File: src/rtl/fetch_pkg.sv
// Shared definitions for the fetch sequencer: FSM state codes, widths and next-PC select encoding.
package fetch_pkg;

  localparam int unsigned IMEM_ADDR_W = 13;
  localparam int unsigned INSTR_W     = 32;

  typedef logic [1:0] state_t;

  localparam state_t StIdle = 2'd0;
  localparam state_t StLoad = 2'd1;
  localparam state_t StRun  = 2'd2;
  localparam state_t StHalt = 2'd3;

  typedef enum logic [1:0] {
    NpcInc      = 2'd0,
    NpcHold     = 2'd1,
    NpcRedirect = 2'd2
  } npc_sel_e;

endpackage

File: src/rtl/fetch_next_pc.sv
// Combinational next-PC priority mux: redirect beats stall, stall beats increment.
module fetch_next_pc
  import fetch_pkg::*;
(
  input  logic [31:0] pc,
  input  logic        stall,
  input  logic        redirect_valid,
  input  logic [31:0] redirect_target,
  output logic [31:0] next_pc
);

  npc_sel_e sel;

  always_comb begin
    sel = NpcInc;
    if (redirect_valid) begin
      sel = NpcRedirect;
    end else if (stall) begin
      sel = NpcHold;
    end
  end

  always_comb begin
    next_pc = pc + 32'd1;
    unique case (sel)
      NpcRedirect: next_pc = redirect_target;
      NpcHold:     next_pc = pc;
      default:     next_pc = pc + 32'd1;
    endcase
  end

endmodule

File: src/rtl/fetch_sequencer.sv
// Instruction-fetch sequencer: boot-load, PC ownership, stall/redirect, end-of-program detect.
// Optional breakpoint stall enabled by defining FETCH_SEQ_BREAKPOINT_EN.
module fetch_sequencer
  import fetch_pkg::*;
#(
  parameter int unsigned ADDR_W = IMEM_ADDR_W,
  parameter int unsigned DATA_W = INSTR_W
) (
  input  logic              clk,
  input  logic              reset,
  input  logic              start_load,
  input  logic              load_valid,
  input  logic [DATA_W-1:0] load_data,
  input  logic              load_last,
  output logic              load_ready,
  output logic              imem_we,
  output logic [ADDR_W-1:0] imem_waddr,
  output logic [DATA_W-1:0] imem_wdata,
  output logic [ADDR_W-1:0] imem_raddr,
  output logic [31:0]       pc,
  output logic              fetch_valid,
  input  logic              stall,
  input  logic              redirect_valid,
  input  logic [31:0]       redirect_target,
`ifdef FETCH_SEQ_BREAKPOINT_EN
  input  logic [ADDR_W-1:0] bp_addr,
  input  logic              bp_enable,
`endif
  output logic [ADDR_W:0]   prog_size,
  output logic              end_program
);

  state_t            state_q, state_d;
  logic [31:0]       pc_q, pc_d;
  logic [ADDR_W-1:0] count_q, count_d;
  logic [ADDR_W:0]   prog_size_q, prog_size_d;
  logic              end_q, end_d;
  logic              accept, mem_full, out_of_bounds, bp_hit, hold;
  logic [31:0]       npc;

  assign load_ready    = (state_q == StLoad);
  assign accept        = load_valid & load_ready;
  assign mem_full      = &count_q;
  assign out_of_bounds = pc_q >= 32'(prog_size_q);

  assign imem_we     = accept;
  assign imem_waddr  = count_q;
  assign imem_wdata  = load_data;
  assign imem_raddr  = pc_q[ADDR_W-1:0];
  assign pc          = pc_q;
  assign prog_size   = prog_size_q;
  assign end_program = end_q;
  assign fetch_valid = (state_q == StRun) && !out_of_bounds && !bp_hit;

`ifdef FETCH_SEQ_BREAKPOINT_EN
  logic bp_done_q, bp_done_d;

  // One bubble per arrival at bp_addr; re-armed only once pc moves.
  assign bp_hit = (state_q == StRun) && bp_enable && !stall && !bp_done_q &&
                  !out_of_bounds && (pc_q == 32'(bp_addr));

  always_comb begin
    bp_done_d = bp_done_q;
    if (state_q != StRun || pc_d != pc_q) begin
      bp_done_d = 1'b0;
    end else if (bp_hit) begin
      bp_done_d = 1'b1;
    end
  end

  always_ff @(posedge clk or posedge reset) begin
    if (reset) begin
      bp_done_q <= 1'b0;
    end else begin
      bp_done_q <= bp_done_d;
    end
  end
`else
  assign bp_hit = 1'b0;
`endif

  assign hold = stall | bp_hit;

  fetch_next_pc u_next_pc (
    .pc              (pc_q),
    .stall           (hold),
    .redirect_valid  (redirect_valid),
    .redirect_target (redirect_target),
    .next_pc         (npc)
  );

  always_comb begin
    state_d     = state_q;
    pc_d        = pc_q;
    count_d     = count_q;
    prog_size_d = prog_size_q;
    end_d       = end_q;
    case (state_q)
      StIdle, StHalt: begin
        if (start_load) begin
          state_d = StLoad;
          count_d = '0;
          end_d   = 1'b0;
        end
      end
      StLoad: begin
        if (accept) begin
          count_d = count_q + 1'b1;
          // A beat into the last address ends the load even without load_last.
          if (load_last || mem_full) begin
            prog_size_d = {1'b0, count_q} + 1'b1;
            pc_d        = '0;
            state_d     = StRun;
          end
        end
      end
      StRun: begin
        if (out_of_bounds) begin
          end_d   = 1'b1;
          state_d = StHalt;
        end else begin
          pc_d = npc;
        end
      end
      default: state_d = StIdle;
    endcase
  end

  always_ff @(posedge clk or posedge reset) begin
    if (reset) begin
      state_q     <= StIdle;
      pc_q        <= '0;
      count_q     <= '0;
      prog_size_q <= '0;
      end_q       <= 1'b0;
    end else begin
      state_q     <= state_d;
      pc_q        <= pc_d;
      count_q     <= count_d;
      prog_size_q <= prog_size_d;
      end_q       <= end_d;
    end
  end

endmodule
File: config.mk
export PLATFORM = sky130hd
export DESIGN_NAME = fetch_sequencer
export DESIGN_NICKNAME = d
export VERILOG_FILES = /design/src/rtl/fetch_pkg.sv /design/src/rtl/fetch_next_pc.sv /design/src/rtl/fetch_sequencer.sv
export SDC_FILE = /design/constraint.sdc
export NUM_CORES = 1
export LEC_CHECK = 0
export ABC_AREA = 1
export BUFFER_PORTS_ARGS = -buffer_cell sky130_fd_sc_hd__buf_2
export CAP_MARGIN = 20
export CORE_MARGIN = 3
export CORE_UTILIZATION = 55
export DETAILED_ROUTE_END_ITERATION = 10
export PLACE_DENSITY = 0.87
export RECOVER_POWER = 25
export SYNTH_ARGS = -nofsm -noshare
export SYNTH_HDL_FRONTEND = slang
export SYNTH_SLANG_ARGS = --single-unit
File: constraint.sdc
create_clock -name clk -period 3.41 [get_ports clk]
set_input_delay 0.682 -clock clk [delete_from_list [all_inputs] [get_ports clk]]
set_output_delay 0.682 -clock clk [all_outputs]
set_load 0.01 [all_outputs]
==> impl_metrics.tcl, run 1 <==
set metrics [dict create \
    run_status "complete, no violations" \
    place_congestion 1.01 \
    drt-total-wl_microns 14300 \
    crit_family "simple AND/OR/NAND/NOR gates" \
    crit_path_start "pc[10]" \
    crit_path_cell_trace "ha_1 -> nand2_1 -> inv_1 -> nand3_1 -> nor2_1 -> nand3_2 -> nand4_1 -> inv_1 -> buf_2" \
    setup.worst_path.end "fetch_valid" \
    grt_max_degree 34 \
    regToRegStartpoint "imem_waddr[0]" \
    cts_resized 0 \
    synth.net_count 855 \
    ant_nets 0 \
    path_common_cell "sky130_fd_sc_hd__inv_1" \
    clock_skew_ps 10.0 \
    fp.dieArea_sq_um 10300 \
    mostFrequentLayoutCells "273 x sky130_fd_sc_hd__nand2_1, 114 x sky130_fd_sc_hd__buf_2, 89 x sky130_fd_sc_hd__nor2_1" \
    placement.io_buffers 114 \
    timing.critical_path.to_type "output port" \
    synth_warnings 0 \
    path_length_in_cells_of_the_critical_path 9 \
    drc_errors 0 \
    setup.reg_to_reg.worst_slack_ps 1080 \
    numCtsBuffers 9 \
    setup_violations 0 \
    height_of_the_die_microns 101 \
    cts-htree-levels 3 \
    floorplan.io_pins 179 \
    yosysSeqAreaShare 0.311 \
    critical_path_arrival_ps 2100 \
    number_of_global_route_vias_before_repair 4718 \
    route.detailed.vias_per_inst 5.40 \
    core_area_sq_um 8760 \
    count_of_endpoints_failing_hold_in_the_final_timing_report 0 \
    timing.setup.critical_path_class "register to output port" \
    grtUsageTotal 0.282 \
    crit_path_max_fanout 8 \
    root_buffer "sky130_fd_sc_hd__clkbuf_8" \
    clock_insertion_delay_worst_skew_ps 350 \
    drv.max_cap_violation_count 0 \
    overflow 0 \
    required_ps 2730 \
    layout.cells.most_common "sky130_fd_sc_hd__nand2_1" \
    floorplan.rows 34 \
    place_ws_ps 1040 \
    rsz_0062_raised_after_global_routing "no" \
    placed_cells 928 \
    worst_hold_slack_ps 519 \
    worst_slew_margin_rel 0.270 \
    dp_hpwl_microns 10700 \
    firstDrtPassIters 5 \
    p_leak_nw 2.94 \
    netlist_area_before_placement_sq_um 5000 \
    cts_num_sinks 62 \
    number_of_antenna_violations_at_the_first_check_in_global_routing 0 \
    first_pass_grt_wire_length_microns 22900 \
    timing.critical_path.from_type "register" \
    ys_seq_elements 62 \
    setup_slack_ps 631 \
    1st_iter_drt_viols 468 \
    hold_class "register to register" \
    rr_endpoint "pc[27]" \
    nets 921 \
    post-route-min-period_ps 2780 \
    share_of_cells_above_drive_strength_1 0.183 \
    ir_worst_vdd_mv 0.773 \
    floorplan.initialDensity 0.570 \
    postSynthCellCount 765 \
    cts_hold_buffers 0 \
    critical-path-max-stage-delay_ps 490 \
    cp_num_buf_inv 3 \
    floorplan.die.width_microns 101 \
    syn-mean-instance-area_sq_um 6.53 \
    tns_ps 0 \
    power-per-cell-area_nw_per_um2 663 \
    wl_per_cell_microns 15.2 \
    post_cts_buffers 0 \
    antennaDiodeCount 0 \
    instances_no_fill 943 \
    clock_tree_from_tritoncts "done" \
    post-route-period-util 0.815 \
    clk_transition_reported_paths_ps 70 \
    r2r.worst_path.cells 12 \
    postPlaceCellArea_sq_um 5290 \
    clock.fmax_ghz 0.360 \
    cp_slowest_cell "sky130_fd_sc_hd__dfrtp_1" \
    synthToLayoutAreaGrowth_pct 9.67 \
    fin_area_sq_um 5480 \
    vias 5090 \
    worst_max_slew_pin_slew_ps 1090 \
    buffer_levels_on_the_longest_clock_path 2 \
    post_synth_num_cell_types 30 \
    report.final.slew_viol_count 0 \
]
worst min-delay path by stage:
stage	endpoint	slack, ps	from	cells past startpoint
after floorplan	state_q[1]	470	state_q[1]	2
after global placement	end_program	490	end_program	2
after detailed placement	end_program	500	end_program	2
after CTS	imem_waddr[12]	420	reset	2
after global routing	prog_size[10]	550	prog_size[10]	2
final	prog_size[13]	520	prog_size[13]	2
metrics by stage:
stage	utilization	power, W
global placement	0.603	0.00291
CTS	0.626	0.00363
global route	0.625	0.00394
floorplan	-	0.00257
finish	0.625	0.00363
detailed placement	0.603	0.00296
cells by family after synthesis:
| group | synth area share |
|---|---|
| XOR/XNOR | 0.0263 |
| flip-flops | 0.311 |
| adder cells (fa/ha/maj) | 0.0476 |
| buffers and inverters | 0.155 |
| AO/OA/AOI/OAI | 0.0611 |
| AND/OR/NAND/NOR | 0.399 |
registers in the layout, indices dropped and copies added, names as in the netlist:
name	count
end_program	1
imem_waddr	13
pc	32
prog_size	14
state_q	2
power breakdown:
part / switching [W] / internal (W) / leakage, nW
Clock: 0.000294 / 0.000374 / 0.102
Combinational: 0.00132 / 0.000566 / 1.99
Sequential: 0.000214 / 0.000868 / 0.850
Total: 0.00183 / 0.00181 / 2.94
worst reg2reg max path, stage by stage (launching register included):
cell	delay [ps]
sky130_fd_sc_hd__dfrtp_1	470
sky130_fd_sc_hd__ha_1	240
sky130_fd_sc_hd__nand3_2	120
sky130_fd_sc_hd__inv_2	80
sky130_fd_sc_hd__nand2_2	70
sky130_fd_sc_hd__nor2_4	100
sky130_fd_sc_hd__nand2_2	90
sky130_fd_sc_hd__nand3_4	100
sky130_fd_sc_hd__nand3_4	90
sky130_fd_sc_hd__clkinv_4	240
sky130_fd_sc_hd__nand3_4	370
sky130_fd_sc_hd__nand2_1	200
sky130_fd_sc_hd__nand2_1	70
Yosys cell counts (all sizes together):
cell | count | area, sq um
clkinv | 2 | 12.5
or2 | 3 | 18.8
clkbuf | 9 | 33.8
nor3 | 5 | 25.0
xnor2 | 5 | 43.8
a21oi | 7 | 35.0
a31oi | 1 | 6.26
ha | 19 | 238
nand3b | 6 | 45.0
buf | 56 | 425
a211oi | 1 | 7.51
o22ai | 7 | 43.8
a21o | 1 | 7.51
inv | 81 | 304
o21ai | 41 | 205
nand3 | 52 | 313
nand2 | 277 | 1050
dfrtp | 62 | 1550
xor2 | 10 | 87.6
nand4 | 25 | 156
nor2 | 95 | 387
cell type report:
cell class	instances	area, sq um
flip-flops and latches	62	1550
clock buffers	12	155
repair buffers	120	608
multi-input cells	555	2670
inverters	83	317
well taps	108	135
clock inverters	3	43.8
fillers	813	3280
metal layers:
metal  track usage  up-vias  routed length (microns)
met5             0        -                        0
met4        0.0869        0                      333
met3        0.0744       32                     1260
met2         0.471      224                     6930
met1         0.357     2326                     5770
li1              -     2508                        -
(Power assumes the default switching activity.)
==> run 2, diff against run 1 <==
--- a/config.mk
+++ b/config.mk
@@ -9,9 +9,9 @@
 export BUFFER_PORTS_ARGS = -buffer_cell sky130_fd_sc_hd__buf_2
 export CAP_MARGIN = 20
 export CORE_MARGIN = 3
-export CORE_UTILIZATION = 55
+export CORE_UTILIZATION = 51
 export DETAILED_ROUTE_END_ITERATION = 10
-export PLACE_DENSITY = 0.87
+export PLACE_DENSITY = 0.82
 export RECOVER_POWER = 25
 export SYNTH_ARGS = -nofsm -noshare
 export SYNTH_HDL_FRONTEND = slang
==> constraint.sdc (replaced) <==
create_clock -name clk -period 2.9 [get_ports clk]
set_input_delay 0.58 -clock clk [delete_from_list [all_inputs] [get_ports clk]]
set_output_delay 0.58 -clock clk [all_outputs]
set_load 0.01 [all_outputs]
==> run 2 against run 1 <==
  * The flow now finishes with violations (max-capacitance violations, max-slew violations)
  * Setup slack got worse by 440 ps
  * Final cell count grew 2.4%
  * First-iteration DRC count fell by 23%
  * Sequential share of layout area is 0.26 points lower
  * Register-to-register slack lost 440 ps
  * Critical path depth did not move
  * Design area is 0.94% higher
  * Largest power group unchanged
  * Via count decreased by 0.39%
  * Clock skew shrank 2.4 ps
==> impl_metrics.tcl, run 2 (synthesized netlist as in run 1, its figures left out) <==
set metrics [dict create \
    grt_util_met1 0.321 \
    power_report.internal_total_w 0.00222 \
    cts_num_sinks 62 \
    worst_max_slew_pin_slew_ps 1590 \
    grt_use_met2 0.420 \
    buffer_levels_on_the_longest_clock_path 2 \
    count_of_endpoints_failing_hold_in_the_final_timing_report 0 \
    setup_violations 0 \
    clock_skew_ps 7.57 \
    grt_most_used_layer "met2" \
    floorplan.rows 35 \
    core_area_sq_um 9370 \
    fp.dieArea_sq_um 11000 \
    number_of_global_route_vias_before_repair 4770 \
    grtUsageTotal 0.257 \
    mostFrequentLayoutCells "273 x sky130_fd_sc_hd__nand2_1, 114 x sky130_fd_sc_hd__buf_2, 89 x sky130_fd_sc_hd__nor2_1" \
    1st_iter_drt_viols 362 \
    report.final.slew_viol_count 29 \
    clock.fmax_ghz 0.368 \
    violated_checks "max-capacitance violations, max-slew violations" \
    run_status "finished with violations" \
    worst_slew_margin_rel -0.0610 \
    nets 922 \
    floorplan.io_pins 179 \
    ir_worst_vdd_mv 0.683 \
    power-per-cell-area_nw_per_um2 792 \
    critical-path-max-stage-delay_ps 490 \
    floorplan.die.width_microns 105 \
    placement.io_buffers 114 \
    path_common_cell "sky130_fd_sc_hd__inv_1" \
    clk_transition_reported_paths_ps 70 \
    synthToLayoutAreaGrowth_pct 10.7 \
    final.fill_count 932 \
    crit_family "simple AND/OR/NAND/NOR gates" \
    route.detailed.vias_per_inst 5.25 \
    firstDrtPassIters 5 \
    number_of_antenna_violations_at_the_first_check_in_global_routing 0 \
    timing.critical_path.from_type "register" \
    crit_path_max_fanout 8 \
    drv.max_cap_violation_count 1 \
    rsz_0062_raised_after_global_routing "no" \
    tns_ps 0 \
    share_of_cells_above_drive_strength_1 0.183 \
    hold_class "primary input to async pin" \
    root_buffer "sky130_fd_sc_hd__clkbuf_8" \
    numCtsBuffers 9 \
    required_ps 2320 \
    share_comb_of_total_power 0.516 \
    switching_power_w 0.00216 \
    cts-htree-levels 3 \
    dp_hpwl_microns 10400 \
    height_of_the_die_microns 105 \
    layout.cells.most_common "sky130_fd_sc_hd__nand2_1" \
    overflow 0 \
    netSwitchingFraction 0.494 \
    cts_resized 0 \
    drc_errors 0 \
    post-route-period-util 0.936 \
    cp_slowest_cell "sky130_fd_sc_hd__dfrtp_1" \
    first_pass_grt_wire_length_microns 23100 \
    cp_num_buf_inv 3 \
    place_congestion 0.974 \
    timing.setup.critical_path_class "register to output port" \
    sequentialPowerShare 0.288 \
    clock_tree_from_tritoncts "done" \
    post-route-min-period_ps 2710 \
    antennaDiodeCount 0 \
    largest_reg_flops 32 \
    ant_nets 0 \
    clock_insertion_delay_worst_skew_ps 340 \
    grt_max_degree 43 \
    global_route.usage.met3 0.0667 \
    timing.critical_path.to_type "output port" \
    wl_per_cell_microns 14.5 \
    floorplan.initialDensity 0.533 \
    total_power_w 0.00438 \
    vias 5070 \
    share_clk_of_total_power 0.196 \
    drt-total-wl_microns 14000 \
    cts_hold_buffers 0 \
    crit_path_cell_trace "ha_1 -> nand2_1 -> inv_1 -> nand3_1 -> nor2_1 -> nand3_2 -> nand4_1 -> inv_1 -> buf_2" \
    p_leak_nw 2.94 \
    critical_path_arrival_ps 2130 \
]
run 2: changes by cell type in the layout (fill, tap and decap cells not counted), sizes merged:
cell,before,now
clkinvlp,0,1
clkinv,4,2
bufinv,1,2
buf,118,119
clkbuf,14,15
run 2: final cells by class:
class,instances,area (sq um),area share
clock buffers,13,149,0.0269
clock inverters,3,67.6,0.0122
inverters,83,317,0.0572
multi-input cells,555,2670,0.483
flip-flops and latches,62,1550,0.281
well taps,129,161,0.0292
repair buffers,121,616,0.111
run 2: timing repair:
item | CTS | global route
hold endpoints to repair | 0 | 0
buffers inserted | 0 | 2
setup endpoints to repair | 0 | 1
run 2: worst paths after layout:
| kind | start | to | slack, ps | cells past startpoint |
|---|---|---|---|---|
| worst min-delay path | reset | prog_size[0] | 260 | 2 |
| worst min register to register | end_program | end_program | 480 | 2 |
| worst max-delay path | pc[11] | fetch_valid | 190 | 9 |
| max in group asynchronous | reset | pc[18] | 780 | 3 |
| min in group clk | end_program | end_program | 480 | 2 |
| worst max register to register | pc[5] | pc[2] | 640 | 11 |
run 2: through the flow:
stage / setup slack (ps) / cell area [sq um] / hold WS [ps] / instances / utilization
after global routing: 2.01 / 5530 / 296 / 966 / 0.590
final: 186 / 5530 / 258 / 966 / 0.590
after CTS: 157 / 5520 / 167 / 964 / 0.589
after floorplan: 779 / 5000 / 467 / 765 / -
after detailed placement: 550 / 5310 / 466 / 948 / 0.566
after global placement: 614 / 5310 / 474 / 948 / 0.566
run 2: power groups by stage:
stage | clock (W) | sequential, W | combinational [W]
final | 0.000859 | 0.00126 | 0.00226
after global routing | 0.000914 | 0.00129 | 0.00253
after CTS | 0.000873 | 0.00126 | 0.00224
after detailed placement | 0 | 0.00127 | 0.00223
after global placement | 0 | 0.00126 | 0.00220
after floorplan | 0 | 0.00128 | 0.00174
run 2: per-layer routing:
layer  share of wire  vias to the layer above
met5               0                        -
met4           0.036                        0
met3           0.081                       45
met2            0.46                      219
met1            0.42                     2301
li1                -                     2505
==> run 3, diff against run 2 <==
--- a/config.mk
+++ b/config.mk
@@ -12,7 +12,7 @@
 export CORE_UTILIZATION = 51
 export DETAILED_ROUTE_END_ITERATION = 10
 export PLACE_DENSITY = 0.82
-export RECOVER_POWER = 25
+export RECOVER_POWER = 50
 export SYNTH_ARGS = -nofsm -noshare
 export SYNTH_HDL_FRONTEND = slang
 export SYNTH_SLANG_ARGS = --single-unit
==> run 3 against run 2 <==
  * The flow still finishes with violations (max-capacitance violations, max-slew violations)
  * Core utilization decreased by 0.29 points
  * Count of clock-buffer cells in the layout unchanged
  * Hold slack lost 3.5 ps
  * Via count about the same
  * Setup slack lost 4.0 ps
  * Wire length rose by 0.27%
  * Final cell count unchanged
  * Clock skew up 3.1 ps
  * Global-route usage stayed put
  * Critical endpoint unchanged
  * Largest cell class unchanged
==> impl_metrics.tcl, run 3 (synthesized netlist as in run 1, its figures left out) <==
set metrics [dict create \
    cts_hold_buffers 0 \
    tns_ps 0 \
    clk_transition_reported_paths_ps 80 \
    drv.max_cap_violation_count 1 \
    mostFrequentLayoutCells "273 x sky130_fd_sc_hd__nand2_1, 92 x sky130_fd_sc_hd__buf_2, 89 x sky130_fd_sc_hd__nor2_1" \
    wl_per_cell_microns 14.5 \
    worst_hold_slack_ps 255 \
    clock.fmax_ghz 0.368 \
    violated_checks "max-capacitance violations, max-slew violations" \
    clock_insertion_delay_worst_skew_ps 350 \
    count_of_endpoints_failing_hold_in_the_final_timing_report 0 \
    cts_resized 0 \
    floorplan.io_pins 179 \
    grt_max_degree 43 \
    grtUsageTotal 0.257 \
    overflow 0 \
    final.fill_count 942 \
    placement.io_buffers 114 \
    share_of_cells_above_drive_strength_1 0.157 \
    fp.dieArea_sq_um 11000 \
    share_clk_of_total_power 0.197 \
    synthToLayoutAreaGrowth_pct 10.1 \
    vias 5071 \
    hold_class "primary input to async pin" \
    root_buffer "sky130_fd_sc_hd__clkbuf_8" \
    drt-total-wl_microns 14000 \
    1st_iter_drt_viols 356 \
    critical_path_arrival_ps 2140 \
    height_of_the_die_microns 105 \
    cts_num_sinks 62 \
    ant_nets 0 \
    number_of_global_route_vias_before_repair 4770 \
    layout.cells.most_common "sky130_fd_sc_hd__nand2_1" \
    timing.setup.critical_path_class "register to output port" \
    post-route-util 0.587 \
    route.detailed.vias_per_inst 5.25 \
    placed_cells 948 \
    antennaDiodeCount 0 \
    netSwitchingFraction 0.495 \
    post_cts_buffers 0 \
    number_of_antenna_violations_at_the_first_check_in_global_routing 0 \
    floorplan.die.width_microns 105 \
    instances_no_fill 966 \
    worst_slew_margin_rel -0.0639 \
    required_ps 2320 \
    cts-htree-levels 3 \
    p_leak_nw 2.85 \
    run_status "finished with violations" \
    setup_violations 0 \
    clock_skew_ps 10.7 \
    core_area_sq_um 9370 \
    largest_reg_flops 32 \
    dp_hpwl_microns 10400 \
    first_pass_grt_wire_length_microns 23100 \
    timing.critical_path.to_type "output port" \
    timing.critical_path.from_type "register" \
    post-route-period-util 0.937 \
    floorplan.initialDensity 0.533 \
    report.final.slew_viol_count 29 \
    r2r.worst_path.cells 11 \
    rsz_0062_raised_after_global_routing "no" \
    share_comb_of_total_power 0.514 \
    worst_max_slew_pin_slew_ps 1600 \
    total_power_w 0.00437 \
    switching_power_w 0.00216 \
    drc_errors 0 \
    crit_path_max_fanout 7 \
    power_report.internal_total_w 0.00221 \
    clock_tree_from_tritoncts "done" \
    nets 922 \
    floorplan.rows 35 \
    post-route-min-period_ps 2720 \
    place_congestion 0.974 \
    buffer_levels_on_the_longest_clock_path 2 \
    ir_worst_vdd_mv 0.682 \
    power-per-cell-area_nw_per_um2 794 \
    sequentialPowerShare 0.289 \
    firstDrtPassIters 5 \
    numCtsBuffers 9 \
]
[run 3: cell count changes in the layout (fill, tap and decap cells not counted), sizes merged]
| cell | change |
|---|---|
| clkbuf | +22 |
| buf | -22 |
[run 3: worst paths after layout]
check / to / slack, ps / from
worst max-delay path: fetch_valid / 180 / pc[5]
worst min-delay path: prog_size[0] / 250 / reset
worst max register to register: pc[2] / 640 / pc[5]
worst min register to register: end_program / 490 / end_program
max in group asynchronous: pc[18] / 780 / reset
min in group clk: end_program / 490 / end_program
[run 3: cell type report]
cell class | count | area [sq um] | share of cell area
clock buffer | 13 | 149 | 0.0271
clock inverter | 3 | 67.6 | 0.0123
sequential | 62 | 1550 | 0.282
multi-input combinational | 555 | 2670 | 0.485
tap | 129 | 161 | 0.0293
inverter | 83 | 317 | 0.0575
timing repair buffer | 121 | 588 | 0.107
[run 3: through the flow]
step	setup WS (ps)	instance area, sq um
after floorplan	779	5000
after global placement	614	5310
after detailed placement	550	5310
after CTS	157	5520
after global routing	2.01	5500
final	182	5500
[run 3: worst max-delay path: stages (launching register included)]
cell and delay [ps]:
sky130_fd_sc_hd__dfrtp_1 470, sky130_fd_sc_hd__ha_1 350, sky130_fd_sc_hd__a21oi_1 150, sky130_fd_sc_hd__nor2_1 60, sky130_fd_sc_hd__nor2_1 90, sky130_fd_sc_hd__nand2_1 60
sky130_fd_sc_hd__nand2_1 120, sky130_fd_sc_hd__nand4_1 230, sky130_fd_sc_hd__inv_1 120, sky130_fd_sc_hd__buf_2 130
[run 3: per-layer routing]
layer  global-route usage  routed length (microns)
met5                    0                        0
met4                0.108                      481
met3               0.0667                     1160
met2                0.420                     6470
met1                0.321                     5930
[run 3: power groups by stage]
stage / clock network (W) / registers, W / logic [W]
global placement: 0 / 0.00126 / 0.00220
CTS: 0.000873 / 0.00126 / 0.00224
global route: 0.000914 / 0.00129 / 0.00252
detailed placement: 0 / 0.00127 / 0.00223
finish: 0.000861 / 0.00126 / 0.00225
floorplan: 0 / 0.00128 / 0.00174
